===== config.mk =====
export PLATFORM = sky130hd
export DESIGN_NAME = mem_arbiter
export DESIGN_NICKNAME = d
export VERILOG_FILES = /design/src/rtl/mem_arb_pkg.sv /design/src/rtl/mem_arb_starve_ctr.sv /design/src/rtl/mem_arbiter.sv
export SDC_FILE = /design/constraint.sdc
export NUM_CORES = 1
export LEC_CHECK = 0
export CORE_AREA = 2 2 110 112
export DETAILED_ROUTE_END_ITERATION = 8
export DIE_AREA = 0 0 112 114
export PLACE_DENSITY = 0.7
export SLEW_MARGIN = 20
export SYNTH_ARGS = -nofsm -noshare
export SYNTH_HDL_FRONTEND = slang
export SYNTH_SLANG_ARGS = --single-unit
export TNS_END_PERCENT = 100

===== constraint.sdc =====
create_clock -name CLK -period 1.8 [get_ports CLK]
set_input_delay 0.27 -clock CLK [delete_from_list [all_inputs] [get_ports CLK]]
set_output_delay 0.27 -clock CLK [all_outputs]
set_load 0.02 [all_outputs]

===== src/rtl/mem_arb_pkg.sv =====
// Shared types and default parameters for the memory arbiter.
package mem_arb_pkg;

  localparam int AW_DEF         = 10;
  localparam int DW_DEF         = 32;
  localparam int STARVE_MAX_DEF = 4;

  // Memory ownership mode
  typedef enum logic [1:0] {RUN, LOAD, DRAIN} arb_state_t;

  // Requester whose read data arrives on mem_rdata in the next cycle
  typedef enum logic [1:0] {OWN_NONE, OWN_IF, OWN_D, OWN_LD} owner_t;

endpackage


===== src/rtl/mem_arb_starve_ctr.sv =====
// Saturating count of consecutive cycles in which a waiting fetch was denied.
module mem_arb_starve_ctr #(
  parameter int MAX = 4,
  parameter int W   = $clog2(MAX + 1)
) (
  input  logic clk,
  input  logic rst_n,
  input  logic clr,
  input  logic inc,
  output logic at_max
);

  localparam logic [W-1:0] MAX_W = W'(MAX);

  logic [W-1:0] cnt;

  // Clear wins over increment; the count holds once it reaches MAX
  always_ff @(posedge clk or negedge rst_n) begin
    if (!rst_n) begin
      cnt <= '0;
    end else if (clr) begin
      cnt <= '0;
    end else if (inc && (cnt != MAX_W)) begin
      cnt <= cnt + W'(1);
    end
  end

  assign at_max = (cnt == MAX_W);

endmodule


===== src/rtl/mem_arbiter.sv =====
// Arbitrates one single-port 1-cycle-latency RAM between instruction fetch,
// CPU data port and a program loader, with a run/load ownership FSM.
module mem_arbiter
  import mem_arb_pkg::*;
#(
  parameter int AW         = AW_DEF,
  parameter int DW         = DW_DEF,
  parameter int STARVE_MAX = STARVE_MAX_DEF
) (
  input  logic          CLK,
  input  logic          RSTn,
  input  logic          if_req,
  input  logic [AW-1:0] if_addr,
  output logic          if_gnt,
  output logic          if_rvalid,
  output logic [DW-1:0] if_rdata,
  input  logic          d_req,
  input  logic          d_we,
  input  logic [AW-1:0] d_addr,
  input  logic [DW-1:0] d_wdata,
  output logic          d_gnt,
  output logic          d_rvalid,
  output logic [DW-1:0] d_rdata,
  input  logic          ld_en,
  input  logic          ld_req,
  input  logic          ld_we,
  input  logic [AW-1:0] ld_addr,
  input  logic [DW-1:0] ld_wdata,
  output logic          ld_gnt,
  output logic          ld_rvalid,
  output logic [DW-1:0] ld_rdata,
  output logic          mem_en,
  output logic          mem_we,
  output logic [AW-1:0] mem_addr,
  output logic [DW-1:0] mem_wdata,
  input  logic [DW-1:0] mem_rdata,
  output logic          cpu_hold
);

  arb_state_t state, state_next;
  owner_t     rd_owner, rd_owner_next;
  logic       hold_next;
  logic       starve_at_max;
  logic       starve_clr;
  logic       starve_inc;

  // Fetch is cleared whenever it is served, absent, or the CPU is locked out
  assign starve_clr = (state != RUN) || !if_req || if_gnt;
  assign starve_inc = if_req && !if_gnt;

  mem_arb_starve_ctr #(
    .MAX (STARVE_MAX)
  ) u_starve (
    .clk    (CLK),
    .rst_n  (RSTn),
    .clr    (starve_clr),
    .inc    (starve_inc),
    .at_max (starve_at_max)
  );

  // Next state, hold request and grant selection; no grants while in reset
  always_comb begin
    state_next = state;
    hold_next  = cpu_hold;
    if_gnt     = 1'b0;
    d_gnt      = 1'b0;
    ld_gnt     = 1'b0;
    case (state)
      RUN: begin
        if (if_req && d_req) begin
          if (starve_at_max) if_gnt = 1'b1;
          else               d_gnt  = 1'b1;
        end else begin
          if_gnt = if_req;
          d_gnt  = d_req;
        end
        if (ld_en) begin
          state_next = LOAD;
          hold_next  = 1'b1;
        end
      end
      LOAD: begin
        ld_gnt = ld_en && ld_req;
        if (!ld_en) state_next = DRAIN;
      end
      DRAIN: begin
        state_next = RUN;
        hold_next  = 1'b0;
      end
      default: begin
        state_next = RUN;
        hold_next  = 1'b0;
      end
    endcase
    if (!RSTn) begin
      if_gnt = 1'b0;
      d_gnt  = 1'b0;
      ld_gnt = 1'b0;
    end
  end

  // RAM port mux from the single winner; also decides who owns the next read return
  always_comb begin
    mem_en        = if_gnt || d_gnt || ld_gnt;
    mem_we        = 1'b0;
    mem_addr      = d_addr;
    mem_wdata     = d_wdata;
    rd_owner_next = OWN_NONE;
    if (if_gnt) begin
      mem_addr      = if_addr;
      rd_owner_next = OWN_IF;
    end else if (d_gnt) begin
      mem_we = d_we;
      if (!d_we) rd_owner_next = OWN_D;
    end else if (ld_gnt) begin
      mem_addr  = ld_addr;
      mem_wdata = ld_wdata;
      mem_we    = ld_we;
      if (!ld_we) rd_owner_next = OWN_LD;
    end
  end

  // State, hold and read-owner registers; reset drops any read in flight
  always_ff @(posedge CLK or negedge RSTn) begin
    if (!RSTn) begin
      state    <= RUN;
      cpu_hold <= 1'b0;
      rd_owner <= OWN_NONE;
    end else begin
      state    <= state_next;
      cpu_hold <= hold_next;
      rd_owner <= rd_owner_next;
    end
  end

  assign if_rvalid = (rd_owner == OWN_IF);
  assign d_rvalid  = (rd_owner == OWN_D);
  assign ld_rvalid = (rd_owner == OWN_LD);
  assign if_rdata  = mem_rdata;
  assign d_rdata   = mem_rdata;
  assign ld_rdata  = mem_rdata;

endmodule


==> metrics.md <==
| Metric | Value |
|---|---|
| Status | `complete, but fails checks` |
| Failing checks | `negative setup slack` |
| Sum Neg Setup Slack | `-9.37 ns` |
| Gate count of the mapped netlist | `241` |
| Vias in the first global route | `2144` |
| Worst max-slew margin expressed relative to the limit | `76.1%` |
| Final std cell area, no fill | `3650 µm²` |
| Highest Clock Rate | `0.478 GHz` |
| Sequential share of the synthesized area | `10.0%` |
| Clk Latency, worst-skew pair | `0.23 ns` |
| Number of optimization iterations in the first detailed-route pass | `4` |
| Critical Path AT | `1.82 ns` |
| Top cell family by delay on the critical path | `simple AND/OR/NAND/NOR gates` |
| Fin crit share | `116%` |
| Antenna-violating nets left | `0` |
| Max Slew Vio Count | `0` |
| Peak supply drop | `0.320 mV` |
| Post-cts hold buffer count | `0` |
| Row Count | `40` |
| Aggregate routed wire length | `8730 µm` |
| Post-route worst setup slack | `-0.294 ns` |
| Clock tree from TritonCTS | `done` |
| # clock sinks | `8` |
| Number of top-level pins | `281` |
| Vert. Die Dim | `114 µm` |
| Antenna diodes | `0` |
| Starting Density | `17.1%` |
| Post-route DRC | `0` |
| DR vias | `1939` |
| Worst path max stage delay | `0.37 ns` |
| Number of buffers added by the clock tree synthesis step | `3` |
| Overflow left after global routing | `0` |
| GRT Overall Usage | `12.6%` |
| Worst setup path category | `register to primary output` |
| Buf/Inv on CP | `3` |
| Pwr Total | `1.41 mW` |
| Cell Count Post-Placement | `464` |
| Area growth, synth to finish | `82.6%` |
| Total count of hold-check failures in the final report | `0` |
| Cell variety after synth | `32` |
| Clock Tree Buf Depth | `2` |
| Synthesis warning total | `0` |
| Clock tree root buffer cell | `sky130_fd_sc_hd__clkbuf_16` |
| Antenna violations before repair | `0` |
| Nature of the critical path endpoint | `primary output` |
| H-tree levels | `1` |
| Quantity of I/O buffers inserted on ports | `152` |
| Required time of the critical path | `1.53 ns` |
| Floorplan die area | `12800 µm²` |
| Final design utilization | `31.1%` |
| Routability cong. | `0.928` |
| Setup WS pre-CTS | `-0.872 ns` |
| Nets in the synthesized netlist | `377` |
| HPWL Detailed | `6800 µm` |
| Mean number of vias per cell | `4.07` |
| Mapped Avg Cell Area | `8.29 µm²` |
| Largest net degree at the start of global routing | `22` |
| Non-filler cells in the finished layout | `476` |
| Post-Syn Area | `2000 µm²` |
| Type of origin of the critical path | `register` |
| Chip width | `112 µm` |
| Register bit count reported by yosys | `8` |
| Fraction of layout instances using a drive strength above 1 | `45.6%` |
| Cell area reported after detailed placement | `3300 µm²` |
| Clock-pin slew on the worst setup and hold paths | `0.04 ns` |
| Critical path, cell by cell | `nand4b_1 -> or2_4 -> buf_12 -> buf_16 -> mux2_4 -> buf_6` |
| Count of final setup violators | `46` |
| Post-route minimum period | `2.09 ns` |
| Path category of the worst min-delay check | `input port to asynchronous set/reset pin` |
| Initial detailed-routing violation count | `80` |
| Unrepaired setup endpoints after global routing | `yes` |
| Std-Cell Core Area | `11700 µm²` |
| Leakage dissipation | `1.62 nW` |
| Worst-path fanout max | `5` |
| Total Nets Final | `467` |
| Max-cap violation count | `0` |
| Worst-path cell with the longest stage delay | `sky130_fd_sc_hd__dfrtp_1` |
| Power density cells | `386 nW/µm²` |
| Routed wire per std cell | `18.3 µm` |
| Worst hold slack across all endpoints | `0.111 ns` |
| Setup Skew | `0.000393 ns` |
| Actual transition at the worst max-transition pin | `0.356 ns` |
| Global-route wire length before repair | `12400 µm` |
-- timing repair --
action / 4_1_cts / 5_1_grt
setup buffers: 3 / 3
setup endpoints to repair: 47 / 47
gates cloned: 4 / 0
pin swaps: 4 / 3
resized for setup: 283 / 18
-- worst register-to-register path, stage by stage, from the launching register on --
cell                       delay (ns)
sky130_fd_sc_hd__dfrtp_1         0.37
sky130_fd_sc_hd__nand4b_1        0.19
sky130_fd_sc_hd__or2_4           0.28
sky130_fd_sc_hd__buf_12          0.15
sky130_fd_sc_hd__buf_16          0.14
sky130_fd_sc_hd__buf_6           0.11
sky130_fd_sc_hd__buf_6           0.11
sky130_fd_sc_hd__o21ai_0         0.13
-- synthesized netlist by cell type (all sizes together) --
master   instances  area [µm²]
nor3            11        55.1
mux2            33         469
and3             2        12.5
and2             1        6.26
o21bai           1        7.51
dfrtp            8         200
a211oi           1        7.51
nand4bb          1        11.3
or3             11        68.8
nor2             3        11.3
nor2b            2        12.5
clkbuf           6        22.5
o21ai           13        65.1
a31oi           10        62.6
inv             17        63.8
a22o             1        8.76
nand3            2        10.0
o2bb2ai          1        8.76
nor3b            1        7.51
nand2            4        15.0
ha               2        25.0
a21boi           2        15.0
or2              2        12.5
buf            101         788
nand2b           1        6.26
nand4b           1        8.76
a21oi            3        15.0
-- power breakdown --
group / internal [mW] / switching (mW) / leakage, nW
logic: 0.499 / 0.330 / 1.48
clock network: 0.287 / 0.0926 / 0.0370
registers: 0.192 / 0.00731 / 0.105
-- registers in the layout, indices dropped and copies added (netlist names) --
signal        flops
u_starve.cnt      3
rd_owner          2
state             2
cpu_hold          1
-- logic make-up after synthesis --
| kind of cell | after synthesis | share of synthesized area [%] |
|---|---|---|
| AOI/OAI and AO/OA | 32 | 9.52 |
| buffers and inverters | 124 | 43.8 |
| muxes | 33 | 23.5 |
| adders and majority gates | 2 | 1.25 |
| and+or+nand+nor | 42 | 11.9 |
| DFF | 8 | 10.0 |
-- cell type report --
| cell class | count | area, µm² |
|---|---|---|
| Multi-Input combinational cell | 109 | 1150 |
| Clock buffer | 3 | 75.1 |
| Timing Repair Buffer | 192 | 1970 |
| Fill cell | 1218 | 8070 |
| Inverter | 17 | 66.3 |
| Tap cell | 147 | 184 |
| Sequential cell | 8 | 200 |
-- worst paths after layout --
path                       startpoint               to  slack, ns  cells past startpoint
setup / recovery             state[1]     mem_wdata[9]      -0.29                      6
hold / removal                   RSTn         cpu_hold       0.11                      2
setup reg to reg             state[1]      rd_owner[0]       0.25                      7
hold reg to reg              cpu_hold         cpu_hold       0.50                      2
max in group asynchronous        RSTn  u_starve.cnt[2]       1.49                      2
min in group CLK                ld_en         state[1]       0.46                      3
-- per-layer routing --
metal,vias up,wire [µm],track usage [%]
met5,-,0,0
met4,0,285,5.37
met3,36,808,3.24
met2,108,4530,23.5
met1,896,3100,13.6
li1,899,-,-
-- layout by cell type (no fill, tap or decap), types with 2 or more instances in the layout --
| master | count |
|---|---|
| sky130_fd_sc_hd__o21ai_0 | 9 |
| sky130_fd_sc_hd__nor2_1 | 3 |
| sky130_fd_sc_hd__nand2_1 | 3 |
| sky130_fd_sc_hd__buf_16 | 4 |
| sky130_fd_sc_hd__o21ai_1 | 4 |
| sky130_fd_sc_hd__buf_6 | 40 |
| sky130_fd_sc_hd__buf_4 | 36 |
| sky130_fd_sc_hd__nor3_2 | 3 |
| sky130_fd_sc_hd__buf_12 | 4 |
| sky130_fd_sc_hd__a21oi_1 | 3 |
| sky130_fd_sc_hd__nor2b_1 | 2 |
| sky130_fd_sc_hd__nand3_1 | 2 |
| sky130_fd_sc_hd__clkbuf_16 | 3 |
| sky130_fd_sc_hd__buf_2 | 3 |
| sky130_fd_sc_hd__or2_4 | 2 |
| sky130_fd_sc_hd__clkdlybuf4s50_1 | 102 |
| sky130_fd_sc_hd__mux2_2 | 7 |
| sky130_fd_sc_hd__dfrtp_1 | 8 |
| sky130_fd_sc_hd__or3_1 | 10 |
| sky130_fd_sc_hd__dlygate4sd2_1 | 3 |
| sky130_fd_sc_hd__mux2_4 | 26 |
| sky130_fd_sc_hd__inv_2 | 4 |
| sky130_fd_sc_hd__inv_1 | 12 |
| sky130_fd_sc_hd__a31oi_4 | 10 |
| sky130_fd_sc_hd__nor3_1 | 8 |
Power figures use the tool's default switching activity.
